==> config.mk <==
export PLATFORM = sky130hd
export DESIGN_NAME = sin_cos_eval_flat
export DESIGN_NICKNAME = d
export VERILOG_FILES = /design/src/rtl/sin_cos_eval_if.sv /design/src/rtl/sin_cos_eval.sv /design/src/flat_wrapper.sv
export SDC_FILE = /design/constraint.sdc
export NUM_CORES = 1
export LEC_CHECK = 0
export CELL_PAD_IN_SITES_DETAIL_PLACEMENT = 1
export CELL_PAD_IN_SITES_GLOBAL_PLACEMENT = 1
export CORE_MARGIN = 1
export CORE_UTILIZATION = 44
export DETAILED_ROUTE_END_ITERATION = 7
export PLACE_DENSITY = 0.79
export SLEW_MARGIN = 0
export SYNTH_ARGS = -nofsm -noshare
export SYNTH_HDL_FRONTEND = slang
export SYNTH_SLANG_ARGS = --single-unit
==> constraint.sdc <==
create_clock -name clk -period 10.69 [get_ports clk]
set_input_delay 1.069 -clock clk [delete_from_list [all_inputs] [get_ports clk]]
set_output_delay 1.069 -clock clk [all_outputs]
set_load 0.05 [all_outputs]
==> src/rtl/sin_cos_eval_if.sv <==
// Handshake and coefficient-table bundle for the sin/cos evaluator.
// The slave side is the evaluator; the master side is its environment (phase source, table, sink).
interface sin_cos_eval_if;
    logic        in_valid;
    logic        in_ready;
    logic [15:0] in_phase;
    logic [6:0]  coeff_addr;
    logic [18:0] coeff_c0;
    logic [11:0] coeff_c1;
    logic        out_valid;
    logic        out_ready;
    logic [19:0] out_cos;
    logic [19:0] out_sin;

    modport master (
        output in_valid, in_phase, coeff_c0, coeff_c1, out_ready,
        input  in_ready, coeff_addr, out_valid, out_cos, out_sin
    );

    modport slave (
        input  in_valid, in_phase, coeff_c0, coeff_c1, out_ready,
        output in_ready, coeff_addr, out_valid, out_cos, out_sin
    );
endinterface

==> src/rtl/sin_cos_eval.sv <==
// Piecewise-linear sine/cosine evaluator: two reads of a first-quadrant cosine table,
// c0 - c1*x per segment with clamp at zero, then quadrant folding to signed outputs.
//
// state  | meaning
// IDLE   | ready for a phase; accept latches the phase
// LOOK_A | table read addressed with segment of a
// LOOK_B | table data for a -> MA; table read addressed with segment of ~a
// CALC   | table data for ~a -> MB; fold by quadrant into cos/sin registers
// DONE   | result presented until downstream accepts
module sin_cos_eval (
    input  logic           clk,
    input  logic           rst_n,
    sin_cos_eval_if.slave  bus
);
    typedef enum logic [2:0] {IDLE, LOOK_A, LOOK_B, CALC, DONE} state_t;

    state_t      state_q, state_d;
    logic [15:0] phase_q, phase_d;
    logic [18:0] ma_q, ma_d;
    logic [19:0] cos_q, cos_d;
    logic [19:0] sin_q, sin_d;

    logic [13:0] ang_a;
    logic [13:0] ang_b;
    logic [6:0]  x_sel;
    logic [18:0] mag;
    logic [19:0] ma_ext;
    logic [19:0] mb_ext;

    function automatic logic [18:0] seg_mag(input logic [18:0] c0,
                                            input logic [11:0] c1,
                                            input logic [6:0]  x);
        logic [18:0] prod;
        logic [18:0] drop;
        prod = c1 * x;
        drop = {7'd0, prod[18:7]};
        // Clamp rather than wrap when the slope term overshoots c0.
        if (drop > c0) begin
            return '0;
        end
        return c0 - drop;
    endfunction

    assign ang_a  = phase_q[13:0];
    assign ang_b  = ~phase_q[13:0];
    // The table data in LOOK_B belongs to a, in CALC to b; one evaluator serves both.
    assign x_sel  = (state_q == LOOK_B) ? ang_a[6:0] : ang_b[6:0];
    assign mag    = seg_mag(bus.coeff_c0, bus.coeff_c1, x_sel);
    assign ma_ext = {1'b0, ma_q};
    assign mb_ext = {1'b0, mag};

    assign bus.in_ready   = (state_q == IDLE);
    assign bus.out_valid  = (state_q == DONE);
    assign bus.coeff_addr = (state_q == LOOK_B) ? ang_b[13:7] : ang_a[13:7];
    assign bus.out_cos    = cos_q;
    assign bus.out_sin    = sin_q;

    always_comb begin
        state_d = state_q;
        phase_d = phase_q;
        ma_d    = ma_q;
        cos_d   = cos_q;
        sin_d   = sin_q;
        unique case (state_q)
            IDLE: begin
                if (bus.in_valid) begin
                    phase_d = bus.in_phase;
                    state_d = LOOK_A;
                end
            end
            LOOK_A: state_d = LOOK_B;
            LOOK_B: begin
                ma_d    = mag;
                state_d = CALC;
            end
            CALC: begin
                unique case (phase_q[15:14])
                    2'd0: begin cos_d = ma_ext;         sin_d = mb_ext;         end
                    2'd1: begin cos_d = 20'd0 - mb_ext; sin_d = ma_ext;         end
                    2'd2: begin cos_d = 20'd0 - ma_ext; sin_d = 20'd0 - mb_ext; end
                    2'd3: begin cos_d = mb_ext;         sin_d = 20'd0 - ma_ext; end
                endcase
                state_d = DONE;
            end
            DONE: begin
                if (bus.out_ready) begin
                    state_d = IDLE;
                end
            end
            default: state_d = IDLE;
        endcase
    end

    always_ff @(posedge clk or negedge rst_n) begin
        if (!rst_n) begin
            state_q <= IDLE;
            phase_q <= '0;
            ma_q    <= '0;
            cos_q   <= '0;
            sin_q   <= '0;
        end else begin
            state_q <= state_d;
            phase_q <= phase_d;
            ma_q    <= ma_d;
            cos_q   <= cos_d;
            sin_q   <= sin_d;
        end
    end
endmodule

==> src/flat_wrapper.sv <==
// flat-port wrapper written by rule: the top's interface ports become plain ports
module sin_cos_eval_flat 
  (clk, rst_n, bus_in_valid, bus_in_phase, bus_coeff_c0, bus_coeff_c1, bus_out_ready, bus_in_ready, bus_coeff_addr, bus_out_valid, bus_out_cos, bus_out_sin);
  sin_cos_eval_if bus_i ();
  input  logic clk;
  input  logic rst_n;
  input wire logic [$bits(bus_i.in_valid)-1:0] bus_in_valid;
  input wire logic [$bits(bus_i.in_phase)-1:0] bus_in_phase;
  input wire logic [$bits(bus_i.coeff_c0)-1:0] bus_coeff_c0;
  input wire logic [$bits(bus_i.coeff_c1)-1:0] bus_coeff_c1;
  input wire logic [$bits(bus_i.out_ready)-1:0] bus_out_ready;
  output wire logic [$bits(bus_i.in_ready)-1:0] bus_in_ready;
  output wire logic [$bits(bus_i.coeff_addr)-1:0] bus_coeff_addr;
  output wire logic [$bits(bus_i.out_valid)-1:0] bus_out_valid;
  output wire logic [$bits(bus_i.out_cos)-1:0] bus_out_cos;
  output wire logic [$bits(bus_i.out_sin)-1:0] bus_out_sin;
  assign bus_i.in_valid = bus_in_valid;
  assign bus_i.in_phase = bus_in_phase;
  assign bus_i.coeff_c0 = bus_coeff_c0;
  assign bus_i.coeff_c1 = bus_coeff_c1;
  assign bus_i.out_ready = bus_out_ready;
  assign bus_in_ready = bus_i.in_ready;
  assign bus_coeff_addr = bus_i.coeff_addr;
  assign bus_out_valid = bus_i.out_valid;
  assign bus_out_cos = bus_i.out_cos;
  assign bus_out_sin = bus_i.out_sin;
  sin_cos_eval u_core (.clk(clk), .rst_n(rst_n), .bus(bus_i));
endmodule
Word level (Yosys, flattened, before mapping)

Cells that the tools add are included.

Register bits: 78
Input port bits: 51
Output and inout bits: 49
Word-level logic and storage cells: 34

Add/sub/neg operators: 3
$mul: 1
$lt $le $gt $ge: 1
Equal/unequal tests: 9
Muxes and demuxes: 10
Bitwise logic cells: 1
Reductions and logical operators: 4

Operators by type and width:

| cell                                                                  | count |
|---|---|
| 20-bit one-hot mux with 4 select lines                                | 2 |
| 1-bit by 19-bit subtractor with 20-bit output, first input constant   | 2 |
| 19-bit 2-to-1 mux                                                     | 2 |
| 12-bit by 19-bit > comparator with 1-bit output                       | 1 |
| 12-bit by 7-bit multiplier with 19-bit output                         | 1 |
| 19-bit by 12-bit subtractor with 19-bit output                        | 1 |
| 3-bit one-hot mux with 5 select lines                                 | 1 |
| 7-bit 2-to-1 mux                                                      | 2 |
| 14-bit NOT                                                            | 1 |
| 3-bit by 2-bit equality test with 1-bit output, second input constant | 2 |
| 3-bit 2-to-1 mux                                                      | 2 |
| 2-bit equality test, second input constant                            | 2 |
| 2-bit != test, second input constant                                  | 2 |
| 2-bit AND reduction                                                   | 2 |
| 3-bit by 1-bit equality test with 1-bit output, second input constant | 1 |
| 3-bit equality test, second input constant                            | 1 |
| 3-bit logical NOT                                                     | 1 |
| 2-bit by 1-bit equality test with 1-bit output, second input constant | 1 |
| 2-bit logical NOT                                                     | 1 |
| 1-bit 2-to-1 mux                                                      | 1 |

Depth between registers and ports, before layout

Gate-level depths: netlist (run 1).

Depth after elaboration: 8
Gate-level depth with buffers: 40
Depth with buffers taken out: 35

Worst setup path before layout (run 1)

OpenSTA, ideal clock, no wires.

Kind: register -> register
From: reg u_core.state_q[0]
To: reg u_core.sin_q[18] (netlist: u_core.bus.out_sin[18])
Setup time: 0.130 ns
Arrival: 9.150 ns
Slack: 1.410 ns
Cell stages (with the launch flop): 38
Period minus slack after synthesis: 9.280 ns
Cells stage by stage: dfrtp_1 -> or3b_1 -> clkbuf_1 -> buf_1 -> xor2_1 -> clkbuf_1 -> and2_1 -> fa_1 -> inv_1 -> fa_1 -> inv_1 -> fa_1 -> fa_1 -> ha_1 -> a2111o_1 -> or2_2 -> a41oi_1 -> o31ai_1 -> [... 2 more ...] -> or3_1 -> nand2_1 -> ha_1 -> a21oi_1 -> o21ai_0 -> a31oi_1 -> o21a_1 -> buf_2 -> buf_1 -> nor2_1 -> inv_1 -> ha_1 -> nand2_1 -> o41ai_4 -> nand3_2 -> or4_1 -> nand3_1 -> o21ai_1

Cells in the longest elaborated chain, start to end: 8

Ends and longest elaborated chain:

| item                                            | line                | source |
|---|---|---|
| start: declaration                              | sin_cos_eval.sv:17  | `state_t state_q, state_d;` |
| start signal: assignment                        | sin_cos_eval.sv:102 | `state_q <= state_d;` |
| 3-bit by 2-bit equality test with 1-bit output  | sin_cos_eval.sv:47  | `assign x_sel = (state_q == LOOK_B) ? ang_a[6:0] : ang_b[6:0];` |
| 7-bit 2-to-1 mux                                | sin_cos_eval.sv:47  |  |
| 12-bit by 7-bit multiplier with 19-bit output   | sin_cos_eval.sv:35  | `prod = c1 * x;` |
| 12-bit by 19-bit > comparator with 1-bit output | sin_cos_eval.sv:38  | `if (drop > c0) begin` |
| 1-bit 2-to-1 mux                                | sin_cos_eval.sv:38  |  |
| 19-bit 2-to-1 mux                               | sin_cos_eval.sv:41  | `return c0 - drop;` |
| 1-bit by 19-bit subtractor with 20-bit output   | sin_cos_eval.sv:80  | `2'd2: begin cos_d = 20'd0 - ma_ext; sin_d = 20'd0 - mb_ext; end` |
| 20-bit one-hot mux with 4 select lines          | sin_cos_eval.sv:77  | `unique case (phase_q[15:14])` |
| end signal: assignment                          | sin_cos_eval.sv:106 | `sin_q <= sin_d;` |
| end: declaration                                | sin_cos_eval.sv:21  | `logic [19:0] sin_q, sin_d;` |

Several ways; a longest one is shown, not always the timed one.
A chain may end at the register's enable or synchronous reset.

Worst setup path after layout (run 1)

Ends and elaborated chain as after synthesis.

==> results of run 1 <==
-- state kept, by name, indices dropped and copies added, names as in the netlist --
register and flops:
u_core.phase_q 16, u_core.bus.out_cos 20, u_core.bus.out_sin 20, u_core.ma_q 19
u_core.state_q 3
-- stage by stage --
step / hold slack [ns] / worst slack (ns) / cell area, um^2 / utilization
4_1_cts: 0.485 / 0.261 / 9980 / 0.528
3_5_place_dp: 0.469 / 0.312 / 9710 / 0.514
3_3_place_gp: 0.460 / 0.792 / 9710 / 0.514
5_1_grt: 0.512 / 0.176 / 10000 / 0.531
2_1_floorplan: 0.482 / 1.41 / 8550 / -
6_report: 0.480 / 0.698 / 10000 / 0.531
-- how the worst max path moves through the flow --
| stage | depth (start not counted) | end | start | slack (ns) |
|---|---|---|---|---|
| 2_1_floorplan | 37 | u_core.bus.out_sin[18] | u_core.state_q[0] | 1.41 |
| 3_3_place_gp | 30 | u_core.bus.out_sin[18] | u_core.state_q[0] | 0.79 |
| 3_5_place_dp | 30 | u_core.bus.out_sin[18] | u_core.state_q[0] | 0.31 |
| 4_1_cts | 30 | u_core.bus.out_sin[18] | u_core.state_q[0] | 0.26 |
| 5_1_grt | 33 | u_core.bus.out_sin[18] | u_core.state_q[0] | 0.18 |
| 6_report | 32 | u_core.bus.out_sin[18] | u_core.state_q[0] | 0.70 |
-- cell usage after synthesis, types with 4 or more instances --
master / n
nand2_1: 139
dfrtp_1: 78
o21ai_0: 78
inv_1: 69
and2_1: 63
nor2_1: 60
clkbuf_1: 53
fa_1: 49
ha_1: 49
a21oi_1: 43
nand3_1: 26
nor3_1: 25
xnor2_1: 23
mux2_2: 20
xor2_1: 20
a211oi_1: 13
o31ai_1: 13
a21o_1: 11
or3_1: 11
mux4_2: 10
nand2b_1: 9
o221ai_1: 9
or2_2: 9
a31oi_1: 8
nor2b_1: 7
o21a_1: 7
o41ai_1: 7
buf_1: 6
mux2i_1: 6
o211ai_1: 6
o22ai_1: 6
o31a_1: 6
and3_1: 5
nor4_1: 5
buf_2: 4
o211a_1: 4
o21ai_1: 4
o311a_1: 4
-- cells by family (layout without fill, tap and decap cells) --
kind of cell	Yosys count	count (layout)	synth area share
fa+ha+maj	98	98	0.187
flops	78	78	0.228
compound gates	252	252	0.198
mux	37	37	0.0610
xor+xnor	43	43	0.0441
buf+inv	134	199	0.0603
simple gates	380	380	0.222
-- what timing repair did --
item                       CTS  global route
resized for setup            0             6
setup buffers                0             0
setup endpoints to repair    0             7
-- layer usage --
| layer | up-vias | global-route usage | routed length, um |
|---|---|---|---|
| met3 | 23 | 0.0253 | 1030 |
| met5 | - | 0 | 0 |
| met4 | 0 | 0.0640 | 371 |
| met1 | 3952 | 0.363 | 11700 |
| li1 | 3696 | - | - |
| met2 | 188 | 0.452 | 12900 |
-- tightest hold or removal path: stages (launching register included) --
cell     delay, ns
dfrtp_1       0.34
nand2_1       0.05
nand2_1       0.06
-- area by class of cell --
class,count,area (um^2)
Clock buffer,10,229
Sequential cell,78,1950
Inverter,70,263
Fill cell,2286,8860
Clock inverter,6,36.3
Timing Repair Buffer,113,1090
Multi-Input combinational cell,810,6130
Tap cell,260,325
==> flow_summary.ini, run 1 <==
[status]
status = finished, final reports clean

[synthesis]
synth-seq-cells = 78
synth-edff-count = 0
yosysTopAreaCell = dfrtp_1
yosysUniqueCellTypes = 78
synth.area.top_cells = dfrtp_1 (23%), fa_1 (11%), ha_1 (7.2%)
yosys_warnings = 0
syn_area_um2 = 8550
synth_nets = 1171
syn_avg_cell_area_um2 = 8.36
synth_top_area_frac = 0.228
synthFlopType = dfrtp_1
async_flop_share = 1.00
synth_cells = 1022
seq_area_frac_synth = 0.228

[critical_path]
regToRegStartpoint = u_core.state_q[0]
critical_path.max_fanout = 12
slowest_delay_ns = 0.70
r2r_setup_slack_ns = 0.70
crit_top_cell = fa_1
crit_arrival_ns = 10.19
cpLargestDelayFamily = compound AO/OA/AOI/OAI gates
end_kind = flip-flop
r2r_cells = 32
r2r-end = u_core.bus.out_sin[18]
worstSetupStartpointType = flip-flop
worstSetupPathType = reg -> reg
path_buf_inv = 3
cpMaxStageDelayCell = or3b_2
cp.required_ns = 10.89

[clocking]
cts_tree = yes
cts-root-buf = clkbuf_16
cts-buffers-inserted = 9
ctsHoldBuffers = 0
cts.clk_slew.worst_paths_ns = 0.06
cts_sinks = 78
clk_latency_ns = 0.35
clockBufferDepth = 2
cts-htree-levels = 3

[drt]
drtIter0Drc = 436
wl_per_cell_um = 19.3
wirelength_um = 26000
vias = 7859
drt.antenna.violating_nets = 0
remaining_drc_errors = 0
vias_per_cell = 5.83
first_pass_iters = 5

[floorplanning]
die-height_um = 141
num_rows = 50
ios = 100
start_util = 0.452
die-area_um2 = 20000
die_x_um = 141
core_um2 = 18900

[sta]
skew_ns = 0.00946
min_period_over_period = 0.935
slew_viol_final = 0
fin_tns_setup_ns = 0
fmax_mhz = 100
hold_viol_final = 0
rsz0062_at_grt = false
tightestPinTransition_ns = 1.12
min_period_ns = 9.99
timing.slew.headroom = 0.244
finalSetupViolCount = 0

[final_layout]
layout.cells.non_filler = 1347
layout_common_cells = nand2_1 (139), clkdlybuf4s50_1 (98), o21ai_0 (78), dfrtp_1 (77), inv_1 (69)
drive_gt1_frac = 0.0800
diodes = 0
area_growth_pct = 17.4
final_nets = 1231
final_common_cell = nand2_1

[min_path]
min_path_cells = 2
hold_start = u_core.bus.out_cos[11]
hold_class = reg -> reg
holdPathEnd = u_core.bus.out_cos[11]

[global_routing]
grt_usage = 0.265
grt.overflow.total = 0
grt_pass1_wl_um = 41800
antenna_found_initial = 0
grt_start_max_net_pins = 100
grt_pass1_vias = 7822

[place]
dp_hpwl_um = 19500
globalplace.congestion = 0.864
dp_cells = 1331
io_buffers = 99

[run]
maxCapViolCount = 0
Power of run 1 is not shown: default switching activity piles up to over one toggle a cycle in this logic, so the estimate is an artifact.
==> inputs of run 2 (changes only) <==
Settings changed: MAX_ROUTING_LAYER set to met4.
==> flow_summary.ini, run 2 (synthesized netlist as in run 1, its figures left out) <==
[sta]
min_period_over_period = 0.936
whs_ns = 0.480
timing.slew.headroom = 0.259
skew_ns = 0.0109
fmax_mhz = 99.9
fin_tns_setup_ns = 0
hold_viol_final = 0
slew_viol_final = 0
rsz0062_at_grt = false
min_period_ns = 10.01
tightestPinTransition_ns = 1.10
finalSetupViolCount = 0

[place]
io_buffers = 99
dp_cells = 1331
globalplace.congestion = 0.882
dp_hpwl_um = 19500

[drt]
drtIter0Drc = 493
vias_per_cell = 5.81
first_pass_iters = 5
drt.antenna.violating_nets = 0
wirelength_um = 26000
wl_per_cell_um = 19.3
remaining_drc_errors = 0
vias = 7826

[global_routing]
grt_usage = 0.273
grt_start_max_net_pins = 100
grt.overflow.total = 0
grt_pass1_wl_um = 41800
antenna_found_initial = 0
grt_pass1_vias = 7828

[floorplanning]
ios = 100
die-area_um2 = 20000
core_um2 = 18900
die-height_um = 141
die_x_um = 141
start_util = 0.452
num_rows = 50

[critical_path]
path_buf_inv = 3
worstSetupPathType = reg -> reg
crit_top_cell = fa_1
r2r-end = u_core.bus.out_sin[18]
cp.required_ns = 10.89
cpLargestDelayFamily = compound AO/OA/AOI/OAI gates
r2r_cells = 32
end_kind = flip-flop
critical_path.max_fanout = 12
r2r_setup_slack_ns = 0.68
cpMaxStageDelayCell = or3b_2
crit_arrival_ns = 10.21
slowest_delay_ns = 0.70
regToRegStartpoint = u_core.state_q[0]
worstSetupStartpointType = flip-flop

[min_path]
holdPathEnd = u_core.bus.out_cos[11]
min_path_cells = 2
hold_start = u_core.bus.out_cos[11]
hold_class = reg -> reg

[run]
maxCapViolCount = 0

[final_layout]
nFillCells = 2286
final_common_cell = nand2_1
area_growth_pct = 17.4
multi_input_area_um2 = 6130
seq_area_um2 = 1950
diodes = 0
final_nets = 1231
drive_gt1_frac = 0.0800
layout.cells.non_filler = 1347
layout_common_cells = nand2_1 (139), clkdlybuf4s50_1 (98), o21ai_0 (78), dfrtp_1 (77), inv_1 (69)

[clocking]
cts_sinks = 78
cts_tree = yes
cts-buffers-inserted = 9
cts.clk_slew.worst_paths_ns = 0.06
clockBufferDepth = 2
cts-root-buf = clkbuf_16
clk_latency_ns = 0.35
cts-htree-levels = 3

[status]
status = finished, final reports clean
## run 2: layer usage
layer | vias to the layer above | share of wire | wire, um | GRT usage
met5 | - | 0 | 0 | -
met4 | 0 | 0.015 | 399 | 0.0623
met3 | 30 | 0.032 | 839 | 0.0263
met2 | 154 | 0.50 | 12900 | 0.453
met1 | 3939 | 0.46 | 11800 | 0.361
li1 | 3703 | - | - | -
## run 2: layout make-up
| cell class | instances | share of cell area |
|---|---|---|
| Clock buffer | 10 | 0.0228 |
| Clock inverter | 6 | 0.00362 |
| Inverter | 70 | 0.0262 |
| Multi-Input combinational cell | 810 | 0.611 |
| Sequential cell | 78 | 0.195 |
| Tap cell | 260 | 0.0324 |
| Timing Repair Buffer | 113 | 0.109 |
## run 2: repair_timing
item / 4_1_cts / 5_1_grt
setup buffers: 0 / 0
resized for setup: 0 / 6
hold buffers: 0 / 0
setup endpoints to repair: 0 / 7
## run 2: how the worst max path moves through the flow
| stage | start | endpoint | slack, ns | cells after the start |
|---|---|---|---|---|
| 5_1_grt | u_core.state_q[0] | u_core.bus.out_sin[18] | 0.18 | 33 |
| 4_1_cts | u_core.state_q[0] | u_core.bus.out_sin[18] | 0.26 | 30 |
| 3_5_place_dp | u_core.state_q[0] | u_core.bus.out_sin[18] | 0.31 | 30 |
| 3_3_place_gp | u_core.state_q[0] | u_core.bus.out_sin[18] | 0.79 | 30 |
| 6_report | u_core.state_q[0] | u_core.bus.out_sin[18] | 0.68 | 32 |
| 2_1_floorplan | u_core.state_q[0] | u_core.bus.out_sin[18] | 1.41 | 37 |
## run 2: worst register-to-register path, delay by kind of cell (launching register included)
kind | cells | cell delay (ns)
xor+xnor | 1 | 0.22
simple gates | 10 | 2.87
compound gates | 11 | 3.06
buf+inv | 3 | 0.33
fa+ha+maj | 7 | 2.94
flops | 1 | 0.45
## run 2: metrics by stage
step / area (um^2) / util / setup WS [ns]
after floorplan: 8550 / - / 1.41
after global placement: 9710 / 0.514 / 0.792
after detailed placement: 9710 / 0.514 / 0.312
after CTS: 9980 / 0.528 / 0.261
after global routing: 10000 / 0.531 / 0.176
final: 10000 / 0.531 / 0.685
Power of run 2 is left out for the same reason.
==> inputs of run 3 (changes only) <==
Settings changed: CAP_MARGIN set to 20.
==> results of run 3 <==
No change in the layout: final DEF, timing and power equal those of run 2.
Power of run 3 is left out for the same reason.
